`config.mk`:
```
export PLATFORM = sky130hd
export DESIGN_NAME = cdb_arbiter
export DESIGN_NICKNAME = d
export VERILOG_FILES = /design/src/rtl/cdb_arbiter.sv
export SDC_FILE = /design/constraint.sdc
export NUM_CORES = 1
export LEC_CHECK = 0
export CAP_MARGIN = 0
export CELL_PAD_IN_SITES_DETAIL_PLACEMENT = 0
export CELL_PAD_IN_SITES_GLOBAL_PLACEMENT = 1
export CORE_ASPECT_RATIO = 1.75
export CORE_UTILIZATION = 40
export DETAILED_ROUTE_END_ITERATION = 10
export HOLD_SLACK_MARGIN = 0.12
export PLACE_DENSITY_LB_ADDON = 0.1
export SLEW_MARGIN = 15
export SYNTH_ARGS = -nofsm -noshare
export SYNTH_HDL_FRONTEND = slang
export SYNTH_SLANG_ARGS = --single-unit
```
`constraint.sdc`:
```
create_clock -name clk -period 4 [get_ports clk]
set_input_delay 0.4 -clock clk [delete_from_list [all_inputs] [get_ports clk]]
set_output_delay 0.4 -clock clk [all_outputs]
set_load 0.02 [all_outputs]
```
`src/rtl/cdb_arbiter.sv`:
```
// ---------------------------------------------------------------------------
// cdb_arbiter
// Shares the common data bus (CDB) among N_FU execution units. Each unit
// parks its completed result in a one-entry slot through a valid/ready
// handshake. Each cycle one pending slot is picked and driven onto the
// registered CDB outputs that the reservation stations snoop. A branch
// mispredict squashes pending speculative results.
//
// Optional feature macro: CDB_ARB_AGE_PRIORITY_EN
//   defined   -> grant the oldest eligible slot (wrap-safe issue-ID compare,
//                ties to the lowest index); rr_ptr is kept up to date but unused.
//   undefined -> round-robin starting after the last granted index.
//
// Ports
//   clk                 rising-edge clock
//   reset               synchronous, active-low
//   req_valid/ready     per-FU handshake (ready is combinational)
//   req_data/reg_id/iss_id/spec  per-FU result fields, FU k in slice k
//   prediction_failed   squash speculative slots and incoming spec results
//   prediction_success  clear speculative marks
//   CDB, CDB_REG_ID, CDB_FU_ID, CDB_ISS_ID, cdb_valid, grant_fu  registered bus
// ---------------------------------------------------------------------------
module cdb_arbiter #(
    parameter int N_FU       = 4,
    parameter int FU_ID_BASE = 1
) (
    input  logic                 clk,
    input  logic                 reset,
    input  logic [N_FU-1:0]      req_valid,
    output logic [N_FU-1:0]      req_ready,
    input  logic [N_FU*64-1:0]   req_data,
    input  logic [N_FU*5-1:0]    req_reg_id,
    input  logic [N_FU*32-1:0]   req_iss_id,
    input  logic [N_FU-1:0]      req_spec,
    input  logic                 prediction_failed,
    input  logic                 prediction_success,
    output logic [63:0]          CDB,
    output logic [4:0]           CDB_REG_ID,
    output logic [3:0]           CDB_FU_ID,
    output logic [31:0]          CDB_ISS_ID,
    output logic                 cdb_valid,
    output logic [N_FU-1:0]      grant_fu
);

    localparam int IDX_W = (N_FU > 1) ? $clog2(N_FU) : 1;

    // Slot state
    logic [N_FU-1:0] slot_valid_q, slot_valid_d;
    logic [N_FU-1:0] slot_spec_q,  slot_spec_d;
    logic [63:0]     slot_data_q [N_FU];
    logic [63:0]     slot_data_d [N_FU];
    logic [4:0]      slot_reg_q  [N_FU];
    logic [4:0]      slot_reg_d  [N_FU];
    logic [31:0]     slot_iss_q  [N_FU];
    logic [31:0]     slot_iss_d  [N_FU];
    logic [IDX_W-1:0] rr_ptr_q, rr_ptr_d;

    // Registered bus
    logic [63:0]     cdb_q,       cdb_d;
    logic [4:0]      cdb_reg_q,   cdb_reg_d;
    logic [3:0]      cdb_fu_q,    cdb_fu_d;
    logic [31:0]     cdb_iss_q,   cdb_iss_d;
    logic            cdb_valid_q, cdb_valid_d;
    logic [N_FU-1:0] grant_fu_q,  grant_fu_d;

    // Combinational helpers
    logic [N_FU-1:0]  eligible_s;
    logic             grant_any_s;
    logic [IDX_W-1:0] grant_idx_s;
    logic [N_FU-1:0]  grant_oh_s;
    logic [N_FU-1:0]  ready_s;
    logic [N_FU-1:0]  load_s;
`ifndef CDB_ARB_AGE_PRIORITY_EN
    logic [IDX_W-1:0] cand_s;
`endif

    // Grant selection among valid slots that are not being squashed
    always_comb begin
        eligible_s  = slot_valid_q & ~(slot_spec_q & {N_FU{prediction_failed}});
        grant_any_s = 1'b0;
        grant_idx_s = '0;
`ifdef CDB_ARB_AGE_PRIORITY_EN
        // Ascending scan with strict "older" test keeps ties on the lowest index
        for (int k = 0; k < N_FU; k++) begin
            if (!eligible_s[k]) begin
                grant_idx_s = grant_idx_s;
            end else if (!grant_any_s) begin
                grant_any_s = 1'b1;
                grant_idx_s = IDX_W'(k);
            end else if ($signed(slot_iss_q[k] - slot_iss_q[grant_idx_s]) < 32'sd0) begin
                grant_idx_s = IDX_W'(k);
            end else begin
                grant_idx_s = grant_idx_s;
            end
        end
`else
        cand_s = '0;
        // Search rr_ptr+1 .. rr_ptr+N_FU (last is rr_ptr itself), first hit wins
        for (int off = 1; off <= N_FU; off++) begin
            cand_s = IDX_W'((int'(rr_ptr_q) + off) % N_FU);
            if (!grant_any_s && eligible_s[cand_s]) begin
                grant_any_s = 1'b1;
                grant_idx_s = cand_s;
            end else begin
                grant_idx_s = grant_idx_s;
            end
        end
`endif
        grant_oh_s = '0;
        if (grant_any_s) begin
            grant_oh_s[grant_idx_s] = 1'b1;
        end else begin
            grant_oh_s = '0;
        end
    end

    // Ready: slot empty or draining this cycle; forced low while in reset
    always_comb begin
        if (!reset) begin
            ready_s = '0;
        end else begin
            ready_s = ~slot_valid_q | grant_oh_s;
        end
    end

    assign req_ready = ready_s;

    // Slot next state: load, drain, squash, or clear speculative mark
    always_comb begin
        slot_valid_d = slot_valid_q;
        slot_spec_d  = slot_spec_q;
        slot_data_d  = slot_data_q;
        slot_reg_d   = slot_reg_q;
        slot_iss_d   = slot_iss_q;
        load_s       = '0;
        for (int k = 0; k < N_FU; k++) begin
            // Register-0 results and spec results under a mispredict are swallowed
            load_s[k] = req_valid[k] && ready_s[k] &&
                        (req_reg_id[k*5 +: 5] != 5'd0) &&
                        !(prediction_failed && req_spec[k]);
            if (load_s[k]) begin
                slot_valid_d[k] = 1'b1;
                slot_spec_d[k]  = req_spec[k] && !prediction_success;
                slot_data_d[k]  = req_data[k*64 +: 64];
                slot_reg_d[k]   = req_reg_id[k*5 +: 5];
                slot_iss_d[k]   = req_iss_id[k*32 +: 32];
            end else if (grant_oh_s[k] || (prediction_failed && slot_spec_q[k])) begin
                slot_valid_d[k] = 1'b0;
                slot_spec_d[k]  = 1'b0;
            end else if (prediction_success) begin
                slot_spec_d[k]  = 1'b0;
            end else begin
                slot_spec_d[k]  = slot_spec_q[k];
            end
        end
    end

    // Pointer and bus next state
    always_comb begin
        rr_ptr_d    = rr_ptr_q;
        cdb_d       = 64'd0;
        cdb_reg_d   = 5'd0;
        cdb_fu_d    = 4'd0;
        cdb_iss_d   = 32'd0;
        cdb_valid_d = 1'b0;
        grant_fu_d  = '0;
        if (grant_any_s) begin
            rr_ptr_d    = grant_idx_s;
            cdb_d       = slot_data_q[grant_idx_s];
            cdb_reg_d   = slot_reg_q[grant_idx_s];
            cdb_fu_d    = 4'(FU_ID_BASE + int'(grant_idx_s));
            cdb_iss_d   = slot_iss_q[grant_idx_s];
            cdb_valid_d = 1'b1;
            grant_fu_d  = grant_oh_s;
        end else begin
            rr_ptr_d    = rr_ptr_q;
        end
    end

    // State registers with synchronous active-low reset
    always_ff @(posedge clk) begin
        if (!reset) begin
            slot_valid_q <= '0;
            slot_spec_q  <= '0;
            for (int k = 0; k < N_FU; k++) begin
                slot_data_q[k] <= 64'd0;
                slot_reg_q[k]  <= 5'd0;
                slot_iss_q[k]  <= 32'd0;
            end
            rr_ptr_q    <= IDX_W'(N_FU - 1);
            cdb_q       <= 64'd0;
            cdb_reg_q   <= 5'd0;
            cdb_fu_q    <= 4'd0;
            cdb_iss_q   <= 32'd0;
            cdb_valid_q <= 1'b0;
            grant_fu_q  <= '0;
        end else begin
            slot_valid_q <= slot_valid_d;
            slot_spec_q  <= slot_spec_d;
            slot_data_q  <= slot_data_d;
            slot_reg_q   <= slot_reg_d;
            slot_iss_q   <= slot_iss_d;
            rr_ptr_q     <= rr_ptr_d;
            cdb_q        <= cdb_d;
            cdb_reg_q    <= cdb_reg_d;
            cdb_fu_q     <= cdb_fu_d;
            cdb_iss_q    <= cdb_iss_d;
            cdb_valid_q  <= cdb_valid_d;
            grant_fu_q   <= grant_fu_d;
        end
    end

    assign CDB        = cdb_q;
    assign CDB_REG_ID = cdb_reg_q;
    assign CDB_FU_ID  = cdb_fu_q;
    assign CDB_ISS_ID = cdb_iss_q;
    assign cdb_valid  = cdb_valid_q;
    assign grant_fu   = grant_fu_q;

endmodule

```
# == Word-level counts from Yosys, hierarchy flattened ==
# Cells that the tools add are included.
# W data, S select, Z words.
# op_classes
magnitude_cmp,7
reduce_logical,53
n_bitwise,6
n_addsub,5
muxes,47
# ops
cell,n
$bmux W64 S2,1
$mux W64,2
$bmux W32 S2,1
$mux W32,2
$logic_and A1 B1 Y1,28
$mux W1,27
$reduce_bool A5 Y1,4
$lt A2 B3 Y1 const B,5
$reduce_bool A3 Y1,4
$bmux W5 S2,1
$mux W5,2
$and A4 B4 Y4,2
$bmux W1 S2,4
$logic_not A1 Y1,8
$mux W2,4
$mux W4,2
$not A4 Y4,2
$reduce_bool A2 Y1,4
$add A2 B1 Y2 const B,2
$add A2 B2 Y2 const B,2
$logic_or A1 B1 Y1,4
$or A4 B4 Y4,1
$add A1 B2 Y3 const A,1
$ge A3 B3 Y1 const B,1
other kinds (4),4
# word_totals
ff_bits,524
inputBits,416
output_inout_bits,114
word_cells,145

# == Logic depth before layout (Yosys ltp) ==
# logic_depth
depth_word,26
depth_mapped,10
ltp_nobuf,6

# == Worst setup path before layout ==
# OpenSTA, ideal clock, no wires.
# synth_timing
path_kind,in2out
from,in prediction_failed
to,out req_ready[1]
setup_slack_ns,1.638
n_path_buf,3
cell_stages,8
required_time_ns,3.600
t_arrival_ns,1.962
cell_sequence,buf_6 > a21boi_4 > or2_1 > buf_2 > a21boi_0 > o21ai_1 > clkbuf_1 > o22ai_1
# synth_between
elab_chain_cells,22
elab_cells_between_ends,33
cone_classes,2 x order compare; 20 x mux; 4 x bitwise; 7 x reduce/logical
# synth_lines
element,line,text
"start, declared",35,"input logic prediction_failed,"
$and A4 B4 Y4 (*),79,eligible_s = slot_valid_q & ~(slot_spec_q & {N_FU{prediction_failed}});
$not A4 Y4 (*),79,
$and A4 B4 Y4 (*),79,
$bmux W1 S2,101,if (!grant_any_s && eligible_s[cand_s]) begin
$mux W1 (implied by the code),101,
$mux W1,101,
$logic_not A1 Y1,101,
$logic_and A1 B1 Y1,101,
[... 6 more ...],n/a,
$mux W2,101,
$lt A2 B3 Y1 (implied by the code) / $ge A2 B1 Y1 (equally long branches),111,grant_oh_s[grant_idx_s] = 1'b1;
$logic_and A1 B1 Y1 (implied by the code),111,
$mux W1 (implied by the code),111,
$demux W1 S2,111,
$mux W4 (*),110,if (grant_any_s) begin
$or A4 B4 Y4 (*),122,ready_s = ~slot_valid_q | grant_oh_s;
$mux W4 (*),119,if (!reset) begin
"end, declared",30,"output logic [N_FU-1:0] req_ready,"
# Every way passes the cells marked *; elsewhere a longest branch is shown, timed or not. The select of a mux whose other input is x is not followed.

# == Final worst setup path ==
# layout_timing
from,in prediction_failed
to,out req_ready[0]
# The elaborated chain is that of the path after synthesis.

==> results.md <==
* Status: completed
* Clk sink count at 523
* Slowest CP cell: clkdlybuf4s50_1
* Post-route setup TNS at 0 ps
* Largest family of logic cells by synthesized area: compound AO/OA/AOI/OAI gates
* Measured slew at the worst slew-check pin at 1026 ps
* Synth area leaders: dfxtp_1 50%, a32o_1 9.8%, mux2i_1 9.0%
* Area fraction in compound gates after synthesis at 0.2524
* Layout cell share with drive strength beyond 1 at 0.06446
* Die X at 174.2 microns
* Initial DRC count at 1425
* Cell accounting for the most synthesized area: dfxtp_1
* RSZ-0062 raised after global routing: false
* Post-CTS Setup Repair Bufs at 0
* Slew margin rel. at 0.3160
* Clk slew on worst S/H paths at 60 ps
* Final-stage net count at 2864
* Asr flop ratio synth at 0
* Pwr Density at 505.4 nW/um^2
* Initial antenna violation count at 25
* WHS at 345.1 ps
* CP dominant cell by count: nor2_1
* Gr ovfl total at 0
* Critical Path RT at 3600 ps
* Post-layout min period at 3489 ps
* Max Slew Vio Count at 0
* Vias per cell at 5.746
* Clock buffer depth at 3
* Largest net degree at the start of global routing at 164
* H-tree Lvls at 2
* Number of buffers added on ports at 528
* CTS root buffer: clkbuf_16
* Row count at 110
* Die Area at 52830 sq um
* Synth Area in Simple Gates at 0.07314
* GRT Resource Usage Total at 0.2860
* Synthesized area at 20750 sq um
* WP data arrival at 3090 ps
* CTS tree: done
* TritonCTS Buffers at 48
* Synth Area in XOR/XNOR at 0
* Critical Path Fanout Max at 10
* Crit path cell chain: clkdlybuf4s50_1, buf_4, a21boi_2, buf_4, nor2_1, o221a_2, nor2_1, nor2_1, clkdlybuf4s50_1
* Core Area at 51340 sq um
* Post-synth top area share at 0.5046
* Multiplexer share of the synthesized area at 0.09998
* Vias in the first global route at 18341
* Post-route ant nets at 0
* Routability cong. at 0.8638
* Ys flop type: dfxtp_1
* DRT Wirelength at 77900 microns
* Initial Util at 0.4042
* Post-synth EDFFs at 0
* Max Fclk at 0.2866 GHz
* Worst Hold Class: input port to register
* HPWL Detailed at 50400 microns
* Fin. Hold Viols at 0
* Startpoint types: input port
* I/O Pins at 530
* Top-count cell post-synth: dfxtp_1
* Post-route DRC violation count at 0
* Fin Clk Skew at 16.82 ps
* Global-route wire length before repair at 114800 microns
* YS warnings at 0
* Final core utilization at 0.5483
* Yosys cell types at 49
* DRT Pass-1 Iters at 6
* CP endpoint kind: output port
* Via count at 18255
* Max incr delay on CP at 720 ps
* Worst skew pair latency at 570 ps
* Worst Path Class, Setup: input port to output port
* MaxCap Viol Count at 0
* Area Growth Syn to Fin at 35.65%
* # hold bufs at CTS at 0
* Leak at 11.10 nW
* Post-CTS Resized at 0
* Chip Height at 303.3 microns
* Seq/Total Area, Yosys at 0.5046
* Adder-Cell Fraction of Synth Area at 0
* Avg Inst Size Synth at 10.12 sq um
* Synth cell count leaders: 523 x dfxtp_1, 204 x a32o_1, 202 x nand2_1
* IR drop worst, VDD at 0.0003640 V
* Total Power at 14.23 mW
* Cells after synthesis at 2051
* Synth Register Bits at 523
* Syn Nets at 2467
* Fin crit share at 0.8723
* WL per Instance at 24.52 microns
* Final setup fails at 0
logic make-up after synthesis:
kind of cell           after synthesis
AO/OA/AOI/OAI                      659
buffers and inverters              335
flip-flops                         523
multiplexers                       205
other                                1
AND/OR/NAND/NOR                    328
per-layer routing:
metal	vias up	GRT usage	wire, microns
li1	8435	-	-
met4	8	0.1637	3896
met3	171	0.06609	5438
met2	722	0.4933	38770
met5	-	0	51
met1	8919	0.3240	29740
final cells by class:
cell class                      instances  area [sq um]
Antenna cell                           23         57.56
Clock buffer                           68          1408
Clock inverter                         16         214.0
Fill cell                            4570         23190
Inverter                              114         427.9
Multi-Input combinational cell       1193          8961
Sequential cell                       523         10470
Tap cell                              672         840.8
Timing Repair Buffer                  568          5769
placed cells by master, fill, tap and decap left out, drive strengths merged, types with 9 or more instances in the layout:
cell type      Yosys  layout
o21ai            131     131
mux2i            187     187
inv              114     114
nand2            202     202
nor2              11      11
clkdlybuf4s50      0     527
and2              22      22
a211oi           166     166
buf               82      41
a32o             204     204
and3              80      80
mux2              18      18
diode              0      23
clkbuf           139      68
dfxtp            523     523
o221ai            24      24
clkinv             0       9
o211ai           103     103
sequential cells by signal (all words and copies together) (netlist names):
signal	flops
slot_data_q	256
slot_iss_q	128
CDB	64
CDB_ISS_ID	32
slot_reg_q	20
CDB_REG_ID	5
grant_fu	4
slot_spec_q	4
slot_valid_q	4
CDB_FU_ID	3
rr_ptr_q	2
cdb_valid	1
power breakdown:
part           internal, mW  switching, mW  total [mW]
clock network          2.77           2.02        4.79
logic                  1.43           2.02        3.44
registers              5.73          0.259        5.99
critical path: cells and delay by family:
family	cells	cell delay (ps)
compound gates	2	410
simple gates	3	420
buf+inv	4	1860
per-stage QoR:
| step | std cells | worst slack, ps | area (sq um) |
|---|---|---|---|
| finish | 3177 | 510.9 | 28150 |
| global route | 3175 | 402.4 | 28140 |
| CTS | 3154 | 532.8 | 28090 |
| detailed placement | 3070 | 387.9 | 26470 |
| global placement | 3070 | 500.4 | 26470 |
| floorplan | 2051 | 1638 | 20750 |
final timing paths:
kind,from,end,slack [ps],cells after the start
worst max-delay path,prediction_failed,req_ready[0],510,9
worst min-delay path,reset,slot_iss_q[93]$_SDFFE_PN0P_,350,3
worst max register to register,slot_valid_q[1]$_SDFFE_PN0P_,slot_data_q[88]$_SDFFE_PN0P_,1010,6
worst min register to register,slot_data_q[11]$_SDFFE_PN0P_,slot_data_q[11]$_SDFFE_PN0P_,450,2
No activity file was read; power rests on OpenSTA's default activity.
